`config.mk`:
```
export PLATFORM = sky130hd
export DESIGN_NAME = muldiv_unit_flat
export DESIGN_NICKNAME = d
export VERILOG_FILES = /design/src/rtl/muldiv_unit_if.sv /design/src/rtl/muldiv_unit.sv /design/src/flat_wrapper.sv
export SDC_FILE = /design/constraint.sdc
export NUM_CORES = 1
export LEC_CHECK = 0
export ABC_AREA = 1
export BUFFER_PORTS_ARGS = -buffer_cell sky130_fd_sc_hd__clkbuf_2
export CAP_MARGIN = 20
export CORE_MARGIN = 3
export CORE_UTILIZATION = 28
export DETAILED_ROUTE_END_ITERATION = 16
export GPL_ROUTABILITY_DRIVEN = 0
export GPL_TIMING_DRIVEN = 0
export PLACE_DENSITY = 0.51
export SLEW_MARGIN = 20
export SYNTH_ARGS = -nofsm -noshare
export SYNTH_HDL_FRONTEND = slang
export SYNTH_SLANG_ARGS = --single-unit
```
`constraint.sdc`:
```
create_clock -name CLK -period 5 [get_ports CLK]
set_input_delay 0.5 -clock CLK [delete_from_list [all_inputs] [get_ports CLK]]
set_output_delay 0.5 -clock CLK [all_outputs]
set_load 0.01 [all_outputs]
```
`src/rtl/muldiv_unit_if.sv`:
```
// muldiv_unit_if: request/result bundle between the execute stage and the HI/LO multiply-divide unit
interface muldiv_unit_if #(parameter int WIDTH = 32);
    logic             start;
    logic [2:0]       op;
    logic [WIDTH-1:0] rs;
    logic [WIDTH-1:0] rt;
    logic             busy;
    logic             done;
    logic             div_by_zero;
    logic [WIDTH-1:0] hi;
    logic [WIDTH-1:0] lo;
    modport master (output start, op, rs, rt, input busy, done, div_by_zero, hi, lo);
    modport slave  (input start, op, rs, rt, output busy, done, div_by_zero, hi, lo);
endinterface

```
`src/rtl/muldiv_unit.sv`:
```
// muldiv_unit: multi-cycle shift-add multiply / restoring divide that owns the HI/LO registers
module muldiv_unit #(
    parameter int WIDTH    = 32,
    parameter bit FAST_MUL = 1'b0
) (
    input logic           CLK,
    input logic           RST,
    muldiv_unit_if.slave  bus
);
    localparam int CW = $clog2(WIDTH + 1);
    typedef enum logic [1:0] {IDLE, RUN, FIX} state_t;
    state_t             state, state_nxt;
    logic [CW-1:0]      cnt;
    logic [WIDTH-1:0]   a, b, d;
    logic               is_div, neg_q, neg_r;
    logic               accept, sgn, neg_rs, neg_rt, fast, iter, div_ge;
    logic [WIDTH-1:0]   mag_rs, mag_rt, q_fix, r_fix;
    logic [WIDTH:0]     mul_sum, div_shift;
    logic [2*WIDTH-1:0] ext_rs, ext_rt, fast_prod, prod_fix;
    assign accept    = state == IDLE && bus.start;
    assign sgn       = !bus.op[0];
    assign neg_rs    = sgn && bus.rs[WIDTH-1];
    assign neg_rt    = sgn && bus.rt[WIDTH-1];
    assign mag_rs    = neg_rs ? -bus.rs : bus.rs;
    assign mag_rt    = neg_rt ? -bus.rt : bus.rt;
    assign fast      = FAST_MUL && bus.op[2:1] == 2'b00;
    assign iter      = accept && !bus.op[2] && !fast;
    assign ext_rs    = sgn ? {{WIDTH{bus.rs[WIDTH-1]}}, bus.rs} : {{WIDTH{1'b0}}, bus.rs};
    assign ext_rt    = sgn ? {{WIDTH{bus.rt[WIDTH-1]}}, bus.rt} : {{WIDTH{1'b0}}, bus.rt};
    assign fast_prod = ext_rs * ext_rt;
    // a:b is the running product (mul) or remainder:dividend/quotient (div); d is the fixed operand
    assign mul_sum   = {1'b0, a} + (b[0] ? {1'b0, d} : '0);
    assign div_shift = {a, b[WIDTH-1]};
    assign div_ge    = div_shift >= {1'b0, d};
    assign prod_fix  = neg_q ? -{a, b} : {a, b};
    assign q_fix     = neg_q ? -b : b;
    assign r_fix     = neg_r ? -a : a;
    // state register
    always_ff @(posedge CLK or negedge RST)
        if (!RST) state <= IDLE;
        else      state <= state_nxt;
    // next state: RUN lasts WIDTH edges, FIX always one
    always_comb begin
        state_nxt = state == IDLE ? (iter ? RUN : IDLE) :
                    state == RUN  ? (cnt == CW'(1) ? FIX : RUN) : IDLE;
    end
    // busy covers RUN and FIX so new requests wait for the write-back
    always_comb begin
        bus.busy = state != IDLE;
    end
    // datapath, HI/LO and status; divide-by-zero falls out of the normal iteration
    // (quotient all ones, remainder |rs|, which sign correction restores to rs)
    always_ff @(posedge CLK or negedge RST)
        if (!RST) begin
            cnt             <= '0;
            a               <= '0;
            b               <= '0;
            d               <= '0;
            is_div          <= 1'b0;
            neg_q           <= 1'b0;
            neg_r           <= 1'b0;
            bus.hi          <= '0;
            bus.lo          <= '0;
            bus.done        <= 1'b0;
            bus.div_by_zero <= 1'b0;
        end else begin
            bus.done <= 1'b0;
            if (accept) begin
                if (bus.op == 3'd4) bus.hi <= bus.rs;
                if (bus.op == 3'd5) bus.lo <= bus.rs;
                if (!bus.op[2]) bus.div_by_zero <= 1'b0;
                if (fast) begin
                    {bus.hi, bus.lo} <= fast_prod;
                    bus.done         <= 1'b1;
                end else if (!bus.op[2]) begin
                    cnt    <= CW'(WIDTH);
                    is_div <= bus.op[1];
                    a      <= '0;
                    b      <= bus.op[1] ? mag_rs : mag_rt;
                    d      <= bus.op[1] ? mag_rt : mag_rs;
                    neg_q  <= neg_rs ^ neg_rt;
                    neg_r  <= neg_rs;
                end
            end
            if (state == RUN) begin
                cnt <= cnt - CW'(1);
                if (is_div) begin
                    a <= div_ge ? div_shift[WIDTH-1:0] - d : div_shift[WIDTH-1:0];
                    b <= {b[WIDTH-2:0], div_ge};
                end else begin
                    {a, b} <= {mul_sum, b[WIDTH-1:1]};
                end
            end
            if (state == FIX) begin
                bus.done <= 1'b1;
                if (is_div) begin
                    bus.hi          <= r_fix;
                    bus.lo          <= d == '0 ? '1 : q_fix;
                    bus.div_by_zero <= d == '0;
                end else begin
                    {bus.hi, bus.lo} <= prod_fix;
                end
            end
        end
endmodule
```
`src/flat_wrapper.sv`:
```
// flat-port wrapper written by rule: the top's interface ports become plain ports
module muldiv_unit_flat 
#(
    parameter int WIDTH    = 32,
    parameter bit FAST_MUL = 1'b0
)
  (CLK, RST, bus_start, bus_op, bus_rs, bus_rt, bus_busy, bus_done, bus_div_by_zero, bus_hi, bus_lo);
  muldiv_unit_if #(.WIDTH(WIDTH)) bus_i ();
  input logic CLK;
  input logic RST;
  input wire logic [$bits(bus_i.start)-1:0] bus_start;
  input wire logic [$bits(bus_i.op)-1:0] bus_op;
  input wire logic [$bits(bus_i.rs)-1:0] bus_rs;
  input wire logic [$bits(bus_i.rt)-1:0] bus_rt;
  output wire logic [$bits(bus_i.busy)-1:0] bus_busy;
  output wire logic [$bits(bus_i.done)-1:0] bus_done;
  output wire logic [$bits(bus_i.div_by_zero)-1:0] bus_div_by_zero;
  output wire logic [$bits(bus_i.hi)-1:0] bus_hi;
  output wire logic [$bits(bus_i.lo)-1:0] bus_lo;
  assign bus_i.start = bus_start;
  assign bus_i.op = bus_op;
  assign bus_i.rs = bus_rs;
  assign bus_i.rt = bus_rt;
  assign bus_busy = bus_i.busy;
  assign bus_done = bus_i.done;
  assign bus_div_by_zero = bus_i.div_by_zero;
  assign bus_hi = bus_i.hi;
  assign bus_lo = bus_i.lo;
  muldiv_unit #(.WIDTH(WIDTH), .FAST_MUL(FAST_MUL)) u_core (.CLK(CLK), .RST(RST), .bus(bus_i));
endmodule
```
==> results of run 1 <==
==> area by class of cell <==
class / instances / area share
plain buffers: 98 / 0.0205
well taps: 855 / 0.0516
flip-flops and latches: 173 / 0.209
repair buffers: 138 / 0.0362
inverters: 460 / 0.0835
clock inverters: 15 / 0.00809
multi-input cells: 2394 / 0.571
clock buffers: 17 / 0.0205
==> worst max-delay path: cells and delay by family (launching register included) <==
kind | cells | cell delay [ns]
adders and majority gates | 2 | 0.59
AOI/OAI and AO/OA | 1 | 0.42
DFF | 1 | 0.33
and+or+nand+nor | 11 | 1.22
buffers and inverters | 5 | 0.97
==> worst max-delay path by stage <==
stage	end	cells past startpoint
after global placement	u_core.bus.lo[27]	1
final	u_core.a[21]	19
after global routing	u_core.a[21]	19
after CTS	u_core.a[21]	19
after detailed placement	u_core.a[21]	19
after floorplan	u_core.a[27]	17
==> logic make-up (layout without fill, tap and decap cells) <==
logic type               count (synthesis)  in the layout  synth area share
AO/OA/AOI/OAI                          451            451             0.141
XOR/XNOR                                74             74            0.0354
adder cells (fa/ha/maj)                 72             72            0.0500
buffers and inverters                  558            728             0.118
flip-flops                             173            173             0.236
AND/OR/NAND/NOR                       1797           1797             0.420
==> state kept, by name, summed over array words and instances (netlist names) <==
signal                  flops
u_core.a                   32
u_core.b                   32
u_core.bus.div_by_zero      1
u_core.bus.done             1
u_core.bus.hi              32
u_core.bus.lo              32
u_core.cnt                  6
u_core.d                   32
u_core.is_div               1
u_core.neg_q                1
u_core.neg_r                1
u_core.state                2
==> stage by stage <==
step,area [sq um],hold WS (ns)
6_report,20700,0.295
5_1_grt,20700,0.332
4_1_cts,20700,0.267
3_5_place_dp,20100,0.444
3_3_place_gp,20100,0.459
2_1_floorplan,18300,0.204
==> Yosys cell counts, drive strengths merged (2+ instances only) <==
| library cell | instances |
|---|---|
| inv | 457 |
| o21a | 9 |
| a22oi | 21 |
| o211ai | 31 |
| nand2 | 923 |
| clkbuf | 65 |
| xnor2 | 19 |
| o31ai | 3 |
| a21o | 4 |
| nand3 | 353 |
| o22ai | 4 |
| o21ai | 174 |
| nor3 | 30 |
| a21oi | 147 |
| o221ai | 5 |
| buf | 33 |
| a31oi | 28 |
| or2 | 8 |
| and2 | 3 |
| o21bai | 19 |
| nand4 | 61 |
| nand3b | 11 |
| nor2 | 401 |
| fa | 2 |
| xor2 | 55 |
| ha | 70 |
| clkinv | 3 |
| nor4 | 7 |
| dfrtp | 173 |
==> power by group through the flow <==
stage	sequential, mW	clock, mW	combinational [mW]
after CTS	3.16	1.43	11.0
after global routing	3.24	1.48	12.4
after global placement	3.19	0	10.9
final	3.19	1.41	11.2
after floorplan	2.79	0	7.48
after detailed placement	3.19	0	10.9
==> routing by layer <==
metal  part of all wire  GRT usage  vias up
li1                   -          -    10400
met1               0.43      0.349    10200
met2               0.43      0.391     1070
met3               0.10     0.0649      163
met4              0.040     0.0964        0
met5                  0          0        -
==> results.toml, run 1 <==
[timing]
slew_violations = 0
setup_viol = 0
fin_skew_ns = 0.0173
report.final.hold_viol_count = 0
setup_ws_ns = 1.35
min_period_ns = 3.65
period_share = 0.730
relSlewSlack = 0.282
max_freq_mhz = 274
tightest_slew_ns = 1.08
setup_tns_ns = 0
rsz0062_at_grt = "false"

[drt]
drt_iter0_markers = 2668
vias = 21800
ant_nets = 0
drt-pass1-iter-count = 6
finalWirelength_mm = 88.7
wl_per_cell_um = 21.4
viasPerCell = 5.26
drc_errors = 0

[synth]
syn_area_per_cell_sq_um = 5.86
synth_area_sq_um = 18300
synth_edf_count = 0
synth_nets = 3267
synth.distinct_cells = 55
syn-instance-count = 3125
async_flop_share = 1.00
synth_ff_type = "dfrtp_1"
synth-seq-cells = 173
ys_warn_count = 0
ys_seq_area_frac = 0.236
synth_top_area_cell = "dfrtp_1"
synth_top_area_frac = 0.236
synth.area.top_cells = "dfrtp_1, nand2_1, nand3_1, inv_1, nor2_1"

[cells_and_area]
final_cell_mix = "nand2_1, inv_1, nor2_1"
drive_gt1_frac = 0.0789
final-seq-area_sq_um = 4330
syn2layout_area_growth_pct = 13.2
finalNonFillerCells = 4150
multi_input_area_sq_um = 11800
antenna_cells = 0
final_util = 0.321
n_fill_cell = 7410
final_common_cell = "nand2_1"
fin_nets = 3424

[critical_path]
worstPathArrival_ns = 4.03
crit_chain = "buf_2 -> buf_1 -> nand2_1 -> inv_1 -> ha_1 -> inv_1 -> fa_1 -> o21ai_0 -> nand2_1 -> nand2_1 -> nand2_1 -> nand2_1 -> nand2_1 -> nand3_1 -> nand3_1 -> nand2_1 -> inv_1 -> nand2_1 -> nand2_1"
cp_max_fo = 10
crit_type = "reg2reg"
cp_slowest_stage_delay_ns = 0.52
rr_endpoint = "u_core.a[21]"
cp.required_ns = 5.38
slowest_stage = "buf_1"
crit_top_cell = "nand2_1"
r2r_cells = 19
endpoint_kind = "flip-flop"
r2r_start = "u_core.b[0]"
crit_start = "u_core.b[0]"
r2r_slack_ns = 1.35
startpoint_type = "flip-flop"

[power_and_ir_drop]
seqPwrFrac = 0.203
p_sw_frac = 0.597
max-vdd-ir-drop_mv = 0.406
power.total_mw = 15.8
p_switching_mw = 9.40
p_int_mw = 6.36
p_leak_nw = 10.4
combPwrFrac = 0.708
clock_power_share = 0.089
p_per_area_nw_per_um2 = 761

[clock_network]
cts_buffers = 17
cts-resized-gates = 0
clk_latency_ns = 0.50
root_buffer = "clkbuf_16"
clock_sinks = 173
path_clk_slew_ns = 0.08
h-tree-depth = 4
post_cts_buffers = 0
tritoncts = "built"
clk_path_buf_depth = 2
cts_hold_buf = 1

[grt]
antenna_found_initial = 1
grt_pass1_vias = 20400
grt_pass1_wl_mm = 130
gr-usage-all-layers = 0.257
grt_start_max_net_pins = 76
overflow = 0

[die]
initial_utilization = 0.284
coreArea_sq_um = 64600
dieWidth_um = 262
io_pins = 137
die_height_um = 262
rows = 93
design.die.area_sq_um = 68500

[status]
status = "complete, no violations"

[placement]
dpl.cell_count = 4117
io_buffers = 135
place_hpwl_mm = 75.0
dpl_worst_slack_ns = 1.50

[hold_path]
hold_class = "in2reg"
whs_path_depth = 3
holdCritStartpoint = "bus_rs[2]"
min_to = "u_core.bus.hi[2]"

[run]
drv_cap = 0
No activity file was read; power rests on OpenSTA's default activity.
==> inputs of run 2 (changes only) <==
==> constraint.sdc (replaced) <==
create_clock -name CLK -period 3.73 [get_ports CLK]
set_input_delay 0.373 -clock CLK [delete_from_list [all_inputs] [get_ports CLK]]
set_output_delay 0.373 -clock CLK [all_outputs]
set_load 0.01 [all_outputs]
==> results.toml, run 2 (synthesis results as in run 1) <==
[critical_path]
worstPathArrival_ns = 3.64
cp_slowest_stage_delay_ns = 0.44
slowest_stage = "fa_1"
r2r_slack_ns = 0.48
crit_start = "u_core.b[0]"
r2r_start = "u_core.b[0]"
r2r_cells = 18
startpoint_type = "flip-flop"
rr_endpoint = "u_core.a[21]"
crit_chain = "buf_2 -> nand2_1 -> inv_1 -> ha_1 -> inv_1 -> fa_1 -> o21ai_0 -> nand2_1 -> nand2_1 -> nand2_1 -> nand2_1 -> nand2_1 -> nand3_1 -> nand3_1 -> nand2_1 -> inv_1 -> nand2_1 -> nand2_1"
cp.required_ns = 4.11
crit_top_cell = "nand2_1"
cp_max_fo = 18
cp-endpoint = "u_core.a[21]"
crit_type = "reg2reg"
endpoint_kind = "flip-flop"

[power_and_ir_drop]
max-vdd-ir-drop_mv = 0.544
p_leak_nw = 10.4
p_per_area_nw_per_um2 = 1020
power.total_mw = 21.1

[grt]
grt-busiest-layer = "met2"
grt_use_met3 = 0.0649
gr-usage-all-layers = 0.257
grt_pass1_vias = 20400
grt_pass1_wl_mm = 130
antenna_found_initial = 1
grt_use_met2 = 0.391
use_met1 = 0.349
grt_start_max_net_pins = 76
overflow = 0

[status]
status = "complete, no violations"

[cells_and_area]
final_common_cell = "nand2_1"
n_fill_cell = 7409
multi_input_area_sq_um = 11800
syn2layout_area_growth_pct = 13.2
final_cell_mix = "nand2_1, inv_1, nor2_1"
antenna_cells = 0
fin_nets = 3423
drive_gt1_frac = 0.0789
finalNonFillerCells = 4149
final-seq-area_sq_um = 4330

[drt]
drc_errors = 0
vias = 21900
drt-pass1-iter-count = 8
wl_per_cell_um = 21.4
finalWirelength_mm = 88.7
viasPerCell = 5.28
ant_nets = 0
drt_iter0_markers = 2540

[timing]
relSlewSlack = 0.281
max_freq_mhz = 307
slew_violations = 0
min_period_ns = 3.25
period_share = 0.873
setup_viol = 0
rsz0062_at_grt = "false"
tightest_slew_ns = 1.08
fin_skew_ns = 0.0170
report.final.hold_viol_count = 0

[die]
rows = 93
initial_utilization = 0.284
coreArea_sq_um = 64600
design.die.area_sq_um = 68500
dieWidth_um = 262
die_height_um = 262
io_pins = 137

[placement]
dpl.cell_count = 4117
io_buffers = 135
place_hpwl_mm = 75.0

[clock_network]
cts_buffers = 17
tritoncts = "built"
clock_sinks = 173
h-tree-depth = 4
cts-resized-gates = 0
clk_latency_ns = 0.50
root_buffer = "clkbuf_16"
path_clk_slew_ns = 0.08
clk_path_buf_depth = 2

[run]
drv_cap = 0

[hold_path]
hold_class = "in2reg"
-- run 2: changes by cell type in the layout (fill, tap and decap cells not counted), sizes merged --
cell and change:
buf -1
-- run 2: critical path: cells and delay by family, from the launching register on --
| kind | cells | cell delay [ns] |
|---|---|---|
| AOI/OAI and AO/OA | 1 | 0.40 |
| and+or+nand+nor | 11 | 1.22 |
| buffers and inverters | 4 | 0.60 |
| DFF | 1 | 0.32 |
| adders and majority gates | 2 | 0.59 |
-- run 2: layout make-up --
type                            instances  share of cell area
Timing Repair Buffer                  138              0.0362
Inverter                              460              0.0835
Clock buffer                           17              0.0205
Sequential cell                       173               0.209
Clock inverter                         15             0.00809
Tap cell                              855              0.0516
Buffer                                 97              0.0204
Multi-Input combinational cell       2394               0.571
-- run 2: metal layers --
| metal | wire length, um | up-vias |
|---|---|---|
| li1 | - | 10400 |
| met1 | 38400 | 10200 |
| met2 | 38000 | 1107 |
| met3 | 8700 | 164 |
| met4 | 3560 | 0 |
| met5 | 0 | - |
-- run 2: where the power goes --
group	internal (mW)	switching [mW]	total, mW
Combinational	4.79	10.2	15.0
Sequential	2.83	1.45	4.28
Clock	0.900	0.984	1.88
Total	8.52	12.6	21.1
-- run 2: worst min-delay path by stage --
stage	from	to	depth (start not counted)
after detailed placement	RST	u_core.a[31]	1
final	bus_rs[2]	u_core.bus.hi[2]	3
after floorplan	RST	u_core.a[0]	0
after global routing	bus_rs[2]	u_core.bus.hi[2]	3
after global placement	u_core.cnt[5]	u_core.cnt[5]	1
after CTS	bus_rs[2]	u_core.bus.hi[2]	3
-- run 2: timing repair --
item                                   CTS  global route
buffers inserted                         0             0
hold buffers                             1             0
endpoints found under the hold margin   33             0
setup endpoints to repair                0             5
-- run 2: metrics by stage --
step                setup slack (ns)  instance area [sq um]  hold slack [ns]   util  TNS (ns)
finish                         0.475                  20700            0.167  0.321         0
global route                   0.158                  20700            0.205  0.321         0
CTS                            0.197                  20700            0.140  0.321         0
detailed placement             0.227                  20100            0.317  0.312         0
global placement               -1.39                  20100            0.459  0.311   -235.69
floorplan                       1.13                  18300           0.0774      -         0
